--- src/rtl/sl_transmitter.sv ---
// sl_transmitter: serialises a parallel word onto the two active-low SL wires.
// Each bit is one low pulse (sl1_n low = '1', sl0_n low = '0'), LSB first, an
// optional odd-parity bit, then a stop pulse with both lines low. Every pulse is
// followed by a both-high gap.
//
// Ports:
//   clk            system clock
//   rst_n          synchronous reset, active-low
//   tx_data_i      word to send, bit 0 first
//   tx_len_i       number of data bits, legal 8..32
//   tx_parity_en_i append odd-parity bit after the data
//   tx_valid_i     send request, accepted when tx_ready_o is high
//   tx_ready_o     high only while idle
//   sl0_n_o        zeroes line, active-low, registered
//   sl1_n_o        ones line, active-low, registered
//   busy_o         frame in progress
//   done_o         one-cycle pulse in the first idle cycle after a frame
//   len_err_o      one-cycle pulse after an accepted request with illegal length
module sl_transmitter #(
    parameter int unsigned PULSE_CYC = 16,
    parameter int unsigned GAP_CYC   = 16,
    parameter int unsigned CNT_W     = 8
) (
    input  logic        clk,
    input  logic        rst_n,
    input  logic [31:0] tx_data_i,
    input  logic [5:0]  tx_len_i,
    input  logic        tx_parity_en_i,
    input  logic        tx_valid_i,
    output logic        tx_ready_o,
    output logic        sl0_n_o,
    output logic        sl1_n_o,
    output logic        busy_o,
    output logic        done_o,
    output logic        len_err_o
);

    typedef enum logic [2:0] {StIdle, StPulse, StGap, StStop, StSgap} state_e;

    localparam logic [CNT_W-1:0] PulseLd = CNT_W'(PULSE_CYC - 1);
    localparam logic [CNT_W-1:0] GapLd   = CNT_W'(GAP_CYC - 1);

    state_e           state_q, state_d;
    logic [CNT_W-1:0] cnt_q, cnt_d;
    logic [32:0]      shift_q, shift_d;
    logic [5:0]       bits_q, bits_d;
    logic             done_q, done_d;
    logic             len_err_q, len_err_d;
    logic             sl0_n_q, sl0_n_d;
    logic             sl1_n_q, sl1_n_d;

    logic        accept;
    logic        len_ok;
    logic [32:0] mask;
    logic [32:0] masked;
    logic        par_bit;
    logic [32:0] frame_bits;
    logic        cnt_zero;

    assign accept   = tx_valid_i && (state_q == StIdle);
    assign len_ok   = (tx_len_i >= 6'd8) && (tx_len_i <= 6'd32);
    assign cnt_zero = (cnt_q == '0);

    // Data bits above tx_len-1 are dropped; the parity bit lands at position tx_len
    // so the shift register simply walks through data then parity.
    always_comb begin
        mask       = (33'd1 << tx_len_i) - 33'd1;
        masked     = {1'b0, tx_data_i} & mask;
        par_bit    = ~(^masked);
        frame_bits = masked | (33'(tx_parity_en_i & par_bit) << tx_len_i);
    end

    always_comb begin
        state_d   = state_q;
        cnt_d     = cnt_q;
        shift_d   = shift_q;
        bits_d    = bits_q;
        done_d    = 1'b0;
        len_err_d = accept && !len_ok;

        unique case (state_q)
            StIdle: begin
                if (accept && len_ok) begin
                    state_d = StPulse;
                    cnt_d   = PulseLd;
                    shift_d = frame_bits;
                    bits_d  = tx_len_i + 6'(tx_parity_en_i);
                end
            end
            StPulse: begin
                if (cnt_zero) begin
                    state_d = StGap;
                    cnt_d   = GapLd;
                end else begin
                    cnt_d = cnt_q - CNT_W'(1);
                end
            end
            StGap: begin
                if (cnt_zero) begin
                    cnt_d = PulseLd;
                    // bits_q counts the slot just sent as still remaining
                    if (bits_q > 6'd1) begin
                        state_d = StPulse;
                        shift_d = shift_q >> 1;
                        bits_d  = bits_q - 6'd1;
                    end else begin
                        state_d = StStop;
                    end
                end else begin
                    cnt_d = cnt_q - CNT_W'(1);
                end
            end
            StStop: begin
                if (cnt_zero) begin
                    state_d = StSgap;
                    cnt_d   = GapLd;
                end else begin
                    cnt_d = cnt_q - CNT_W'(1);
                end
            end
            StSgap: begin
                if (cnt_zero) begin
                    state_d = StIdle;
                    done_d  = 1'b1;
                end else begin
                    cnt_d = cnt_q - CNT_W'(1);
                end
            end
            default: state_d = StIdle;
        endcase
    end

    // Lines follow the registered state one cycle later, so each line is a plain
    // flop and the first low edge appears one cycle after the accept edge.
    always_comb begin
        sl0_n_d = !(((state_q == StPulse) && !shift_q[0]) || (state_q == StStop));
        sl1_n_d = !(((state_q == StPulse) && shift_q[0]) || (state_q == StStop));
    end

    always_ff @(posedge clk) begin
        if (!rst_n) begin
            state_q   <= StIdle;
            cnt_q     <= '0;
            shift_q   <= '0;
            bits_q    <= '0;
            done_q    <= 1'b0;
            len_err_q <= 1'b0;
            sl0_n_q   <= 1'b1;
            sl1_n_q   <= 1'b1;
        end else begin
            state_q   <= state_d;
            cnt_q     <= cnt_d;
            shift_q   <= shift_d;
            bits_q    <= bits_d;
            done_q    <= done_d;
            len_err_q <= len_err_d;
            sl0_n_q   <= sl0_n_d;
            sl1_n_q   <= sl1_n_d;
        end
    end

    assign tx_ready_o = (state_q == StIdle);
    assign busy_o     = (state_q != StIdle);
    assign done_o     = done_q;
    assign len_err_o  = len_err_q;
    assign sl0_n_o    = sl0_n_q;
    assign sl1_n_o    = sl1_n_q;

endmodule

--- config.mk ---
export PLATFORM = sky130hd
export DESIGN_NAME = sl_transmitter
export DESIGN_NICKNAME = d
export VERILOG_FILES = /design/src/rtl/sl_transmitter.sv
export SDC_FILE = /design/constraint.sdc
export NUM_CORES = 1
export LEC_CHECK = 0
export CORE_UTILIZATION = 45
export CTS_CLUSTER_DIAMETER = 80
export CTS_CLUSTER_SIZE = 16
export DETAILED_ROUTE_END_ITERATION = 10
export GPL_TIMING_DRIVEN = 0
export PLACE_DENSITY_LB_ADDON = 0.12
export REMOVE_ABC_BUFFERS = 1
export SKIP_LAST_GASP = 1
export SLEW_MARGIN = 5
export SYNTH_ARGS = -nofsm -noshare
export SYNTH_HDL_FRONTEND = slang
export SYNTH_SLANG_ARGS = --single-unit
--- constraint.sdc ---
create_clock -name clk -period 4.3 [get_ports clk]
set_clock_uncertainty 0.2 [all_clocks]
set_input_delay 0.86 -clock clk [delete_from_list [all_inputs] [get_ports clk]]
set_output_delay 0.86 -clock clk [all_outputs]
set_load 0.01 [all_outputs]
# Yosys cells after proc, flatten, opt, wreduce, memory -nomap -nowiden
# Index checks and enable logic that the tools add are counted.
[totals]
ff_bits = 54
output_inout_bits = 6
wordCells = 75
[op_classes]
n_addsub = 4
order_cmp = 3
eq_ne = 11
n_shift = 2
mux = 20
bitwise_logic = 4
reduce_logical = 23
[ops]
columns = ["cell", "count"]
rows = [
  ["$mux W33", 3],
  ["$pmux W33 S2", 1],
  ["$and A32 B33 Y33", 1],
  ["$or A33 B33 Y33", 1],
  ["$reduce_xor A33 Y1", 1],
  ["$shl A1 B6 Y33", 1],
  ["$shl A1 B6 Y33 const A", 1],
  ["$sub A33 B1 Y33 const B", 1],
  ["$mux W8", 3],
  ["$pmux W8 S3", 1],
  ["$mux W6", 3],
  ["$mux W3", 5],
  ["$pmux W3 S5", 1],
  ["$ne A2 B2 Y1 const B", 6],
  ["$pmux W6 S2", 1],
  ["$logic_not A8 Y1", 1],
  ["$sub A8 B1 Y8 const B", 1],
  ["$add A6 B1 Y6", 1],
  ["$eq A3 B2 Y1 const B", 2],
  ["$ge A6 B4 Y1 const B", 1],
  ["$gt A6 B1 Y1 const B", 1],
  ["$le A6 B6 Y1 const B", 1],
  ["$logic_and A1 B1 Y1", 6],
  ["$reduce_bool A3 Y1", 2],
  ["17 further kinds", 21],
]

# Longest topological paths before layout
# Gate-level depths: netlist of the first run.
[logic_depth]
depth_word = 10
ltp_mapped = 17
depth_no_buf = 12

# Least setup slack after synthesis of the first run
# Ideal clock, no wire load.
[synth_path]
path_kind = "input to register"
start = "in tx_len_i[3]"
end = "reg shift_q[27]"
arrival_time_ns = 3.989
required_time_ns = 3.979
path_slack_ns = -0.010
cell_stages = 14
path_buffers = 3
path_cell_list = "buf_2 > buf_2 > nor3_2 > nand3b_1 > ha_1 > nand4b_1 > a31o_1 > xnor3_1 > xnor3_1 > xnor3_1 > xnor3_2 > buf_6 > a31oi_1 > a21oi_1"
[synth_via]
elab_chain_cells = 10
[synth_lines]
columns = ["item", "line_no", "text"]
rows = [
  ["start: declaration", "27", "input logic [5:0] tx_len_i,"],
  ["$shl A1 B6 Y33", "67", "mask = (33'd1 << tx_len_i) - 33'd1;"],
  ["$sub A33 B1 Y33", "67", ""],
  ["$and A32 B33 Y33", "68", "masked = {1'b0, tx_data_i} & mask;"],
  ["$reduce_xor A33 Y1", "69", "par_bit = ~(^masked);"],
  ["$not A1 Y1", "69", ""],
  ["$and A1 B1 Y1", "70", "frame_bits = masked | (33'(tx_parity_en_i & par_bit) << tx_len_i);"],
  ["$shl A1 B6 Y33", "70", ""],
  ["$or A33 B33 Y33", "70", ""],
  ["$mux W33", "83", "if (accept && len_ok) begin"],
  ["$pmux W33 S2", "81", "unique case (state_q)"],
  ["end signal: assignment", "153", "shift_q <= shift_d;"],
  ["end: declaration", "45", "logic [32:0] shift_q, shift_d;"],
]
# Parallel ways exist; a longest one is shown, timed or not. The select of a mux whose other input is x is not followed.
# A chain may end at the register's enable or synchronous reset.

# Final worst setup path of the first run
[layout_path]
start = "in tx_len_i[4]"
end = "reg shift_q[22]"
# Same word-level chain as after synthesis.

==> impl_metrics.json, run 1 <==
{
  "finalCritPeriodShare": 0.9839,
  "drive_above_1_share": 0.1020,
  "holdWs_ps": 281.5,
  "ys_seq_area_frac": 0.2606,
  "finalHoldViolations": 0,
  "final_cells": 696,
  "worst-path-max-fanout": 26,
  "chipWidth_um": 98.02,
  "clk_latency_ps": 330,
  "drt-total-wl_um": 13500,
  "h-tree-depth": 2,
  "dieArea_mm2": 0.009608,
  "grt_max_degree": 44,
  "cts_root_buffer": "clkbuf_8",
  "grt_pass1_vias": 4122,
  "max-slew-margin-rel": 0.1517,
  "cts_tree": "yes",
  "clockPowerShare": 0.112,
  "synthAdderAreaFrac": 0.02111,
  "p_leak_nw": 1.780,
  "drc": 1,
  "synth_top_family_by_area": "compound AO/OA/AOI/OAI gates",
  "comb_power_share": 0.617,
  "n_antenna_cell": 0,
  "cts.sinks": 54,
  "synth_compound_area_frac": 0.2747,
  "use_met3": 0.04295,
  "drv_slew": 0,
  "startpoint": "tx_len_i[4]",
  "synth-edff-count": 0,
  "pin_count": 48,
  "holdBufCountCts": 0,
  "synth_xor_area_frac": 0.09831,
  "die_h_um": 98.02,
  "cts_buffers": 5,
  "drtAntennaViolNets": 0,
  "pwr_density_cell_mw_per_mm2": 571.4,
  "setup_viol": 0,
  "ys_warn_count": 0,
  "port_buffers": 47,
  "fin_area_mm2": 0.004950,
  "r2r-start": "cnt_q[3]$_SDFFE_PN0P_",
  "hp-class": "flop to flop",
  "initial_core_util": 0.4712,
  "ir_drop_mv": 0.4165,
  "drtPass1Iterations": 9,
  "tightest_slew_ps": 1271,
  "syn2layout_area_growth_pct": 19.30,
  "use_met2": 0.4307,
  "via_count": 4490,
  "start_kind": "primary input",
  "cap_viol_max_count": 0,
  "max-clock-path-buffers": 2,
  "grt_pass1_wl_um": 21120,
  "p_sw_frac": 0.4815,
  "vias_per_cell": 6.451,
  "syn_inst": 558,
  "finalNetCount": 636,
  "grt_util_met1": 0.3809,
  "antenna_found_initial": 0,
  "finish.utilization": 0.5621,
  "dp_hpwl_um": 8355,
  "worstPathRequired_ps": 4330,
  "yosys_most_used_dff": "dfxtp_1",
  "wl_per_cell_um": 19.40,
  "grtUsageTotal": 0.2756,
  "fin_crit_ps": 4231,
  "crit_type": "primary input to flop",
  "ys_ff_latch": 54,
  "finalSetupTns_ps": 0,
  "synth.distinct_cells": 76,
  "dp.cells": 665,
  "fp.coreArea_mm2": 0.008806,
  "seqPwrFrac": 0.271,
  "std_cell_rows": 34,
  "drt_iter0_drc": 411,
  "final_common_cell": "nand2_1",
  "postPlaceCellArea_mm2": 0.004562,
  "cp.arrival_ps": 4260,
  "path_clk_slew_ps": 110,
  "synthMuxAreaShare": 0.009650,
  "ys_async_sr_fraction": 0,
  "endpoint_kind": "flop",
  "layout_common_cells": "nand2_1, dfxtp_1, o21ai_0, nor2_1, clkdlybuf4s50_1",
  "fmax_mhz": 236.4,
  "min_from": "shift_q[2]$_SDFFE_PN0P_",
  "syn_area_mm2": 0.004149,
  "top_usage_layer": "met2",
  "intPower_mw": 1.466,
  "p_sw_mw": 1.362,
  "grt-ovfl-total": 0,
  "synth-simple-area-share": 0.2735,
  "status": "complete, but fails checks",
  "gp_congestion": 0.8634,
  "violations": "DRC",
  "post_synth.cell_area_avg_um2": 7.435
}
state kept, by name (all words and copies together), names as in the netlist:
name,count
sl1_n_o,1
sl0_n_o,1
cnt_q,8
state_q,3
shift_q,33
len_err_o,1
bits_q,6
done_o,1
kinds of logic after synthesis:
family | count (synthesis)
DFF | 54
xor gates and xnor gates | 37
buffers and inverters | 62
muxes | 4
and+or+nand+nor | 221
adders and majority gates | 7
AOI/OAI and AO/OA | 173
power by group through the flow:
stage          Clock [mW]  Combinational, mW  Sequential, mW
2_1_floorplan           0               1.02           0.749
6_report            0.317               1.74           0.767
4_1_cts             0.323               1.65           0.763
3_3_place_gp            0               1.43           0.772
3_5_place_dp            0               1.48           0.775
5_1_grt             0.335               1.88           0.785
metal layers:
metal / wire [µm] / up-vias
met1: 5822 / 2106
met4: 268 / 0
met5: 0 / -
met2: 6098 / 252
li1: - / 2101
met3: 1311 / 31
area by class of cell:
class	count	area, µm²
fillers	843	3856
multi-input cells	443	2914
flip-flops and latches	54	1081
repair buffers	70	678.2
well taps	108	135.1
clock buffers	5	68.82
inverters	13	48.80
clock inverters	3	23.77
stage by stage:
stage / power (mW) / setup slack [ps]
6_report: 2.828 / 69.25
2_1_floorplan: 1.766 / 30.18
3_5_place_dp: 2.254 / -2066
5_1_grt: 3.001 / -0.3109
3_3_place_gp: 2.198 / -2308
4_1_cts: 2.737 / 32.94
cell usage after synthesis (all sizes together) (7+ instances only):
cell,count,area share
nor4,8,0.017
xnor2,17,0.036
nand4,11,0.017
nand2,69,0.063
o211ai,12,0.022
o21ai,43,0.052
o31ai,10,0.018
xor2,14,0.030
a21oi,39,0.047
nor2,43,0.039
clkbuf,34,0.031
dfxtp,54,0.26
nor3,17,0.022
nand3,16,0.019
a31oi,9,0.014
inv,13,0.012
or3,12,0.019
and2,12,0.018
ha,7,0.021
buf,15,0.020
a211oi,13,0.024
final timing paths:
kind | endpoint | slack [ps] | depth (start not counted)
worst max-delay path | shift_q[22]$_SDFFE_PN0P_ | 70 | 14
worst min-delay path | shift_q[2]$_SDFFE_PN0P_ | 280 | 2
worst max register to register | shift_q[25]$_SDFFE_PN0P_ | 800 | 8
worst min register to register | shift_q[2]$_SDFFE_PN0P_ | 280 | 2
critical path, cell delays in order:
cell and delay (ps):
buf_6 170, nor3_4 240, nand3b_1 180, ha_4 230, buf_2 170, o221ai_1 90, a31o_1 200, xnor3_1 380
xnor3_1 380, xnor3_1 260, xnor3_4 580, buf_4 150, nand3_1 80, a211oi_2 270
what timing repair did:
action,in CTS,in global routing
cloned,1,0
pin swaps,2,5
buffers inserted,13,9
resized for setup,28,23
setup endpoints to repair,42,23
(Power assumes the default switching activity.)
==> run 2: changes to the inputs <==
- CTS_CLUSTER_DIAMETER: 80 -> unset
==> results of run 2 <==
Same layout as run 1: the final DEF is identical, and so are final timing and power.
==> run 3: changes to the inputs <==
- TNS_END_PERCENT: unset -> 50
==> results of run 3 <==
Same layout as run 1: the final DEF is identical, and so are final timing and power.
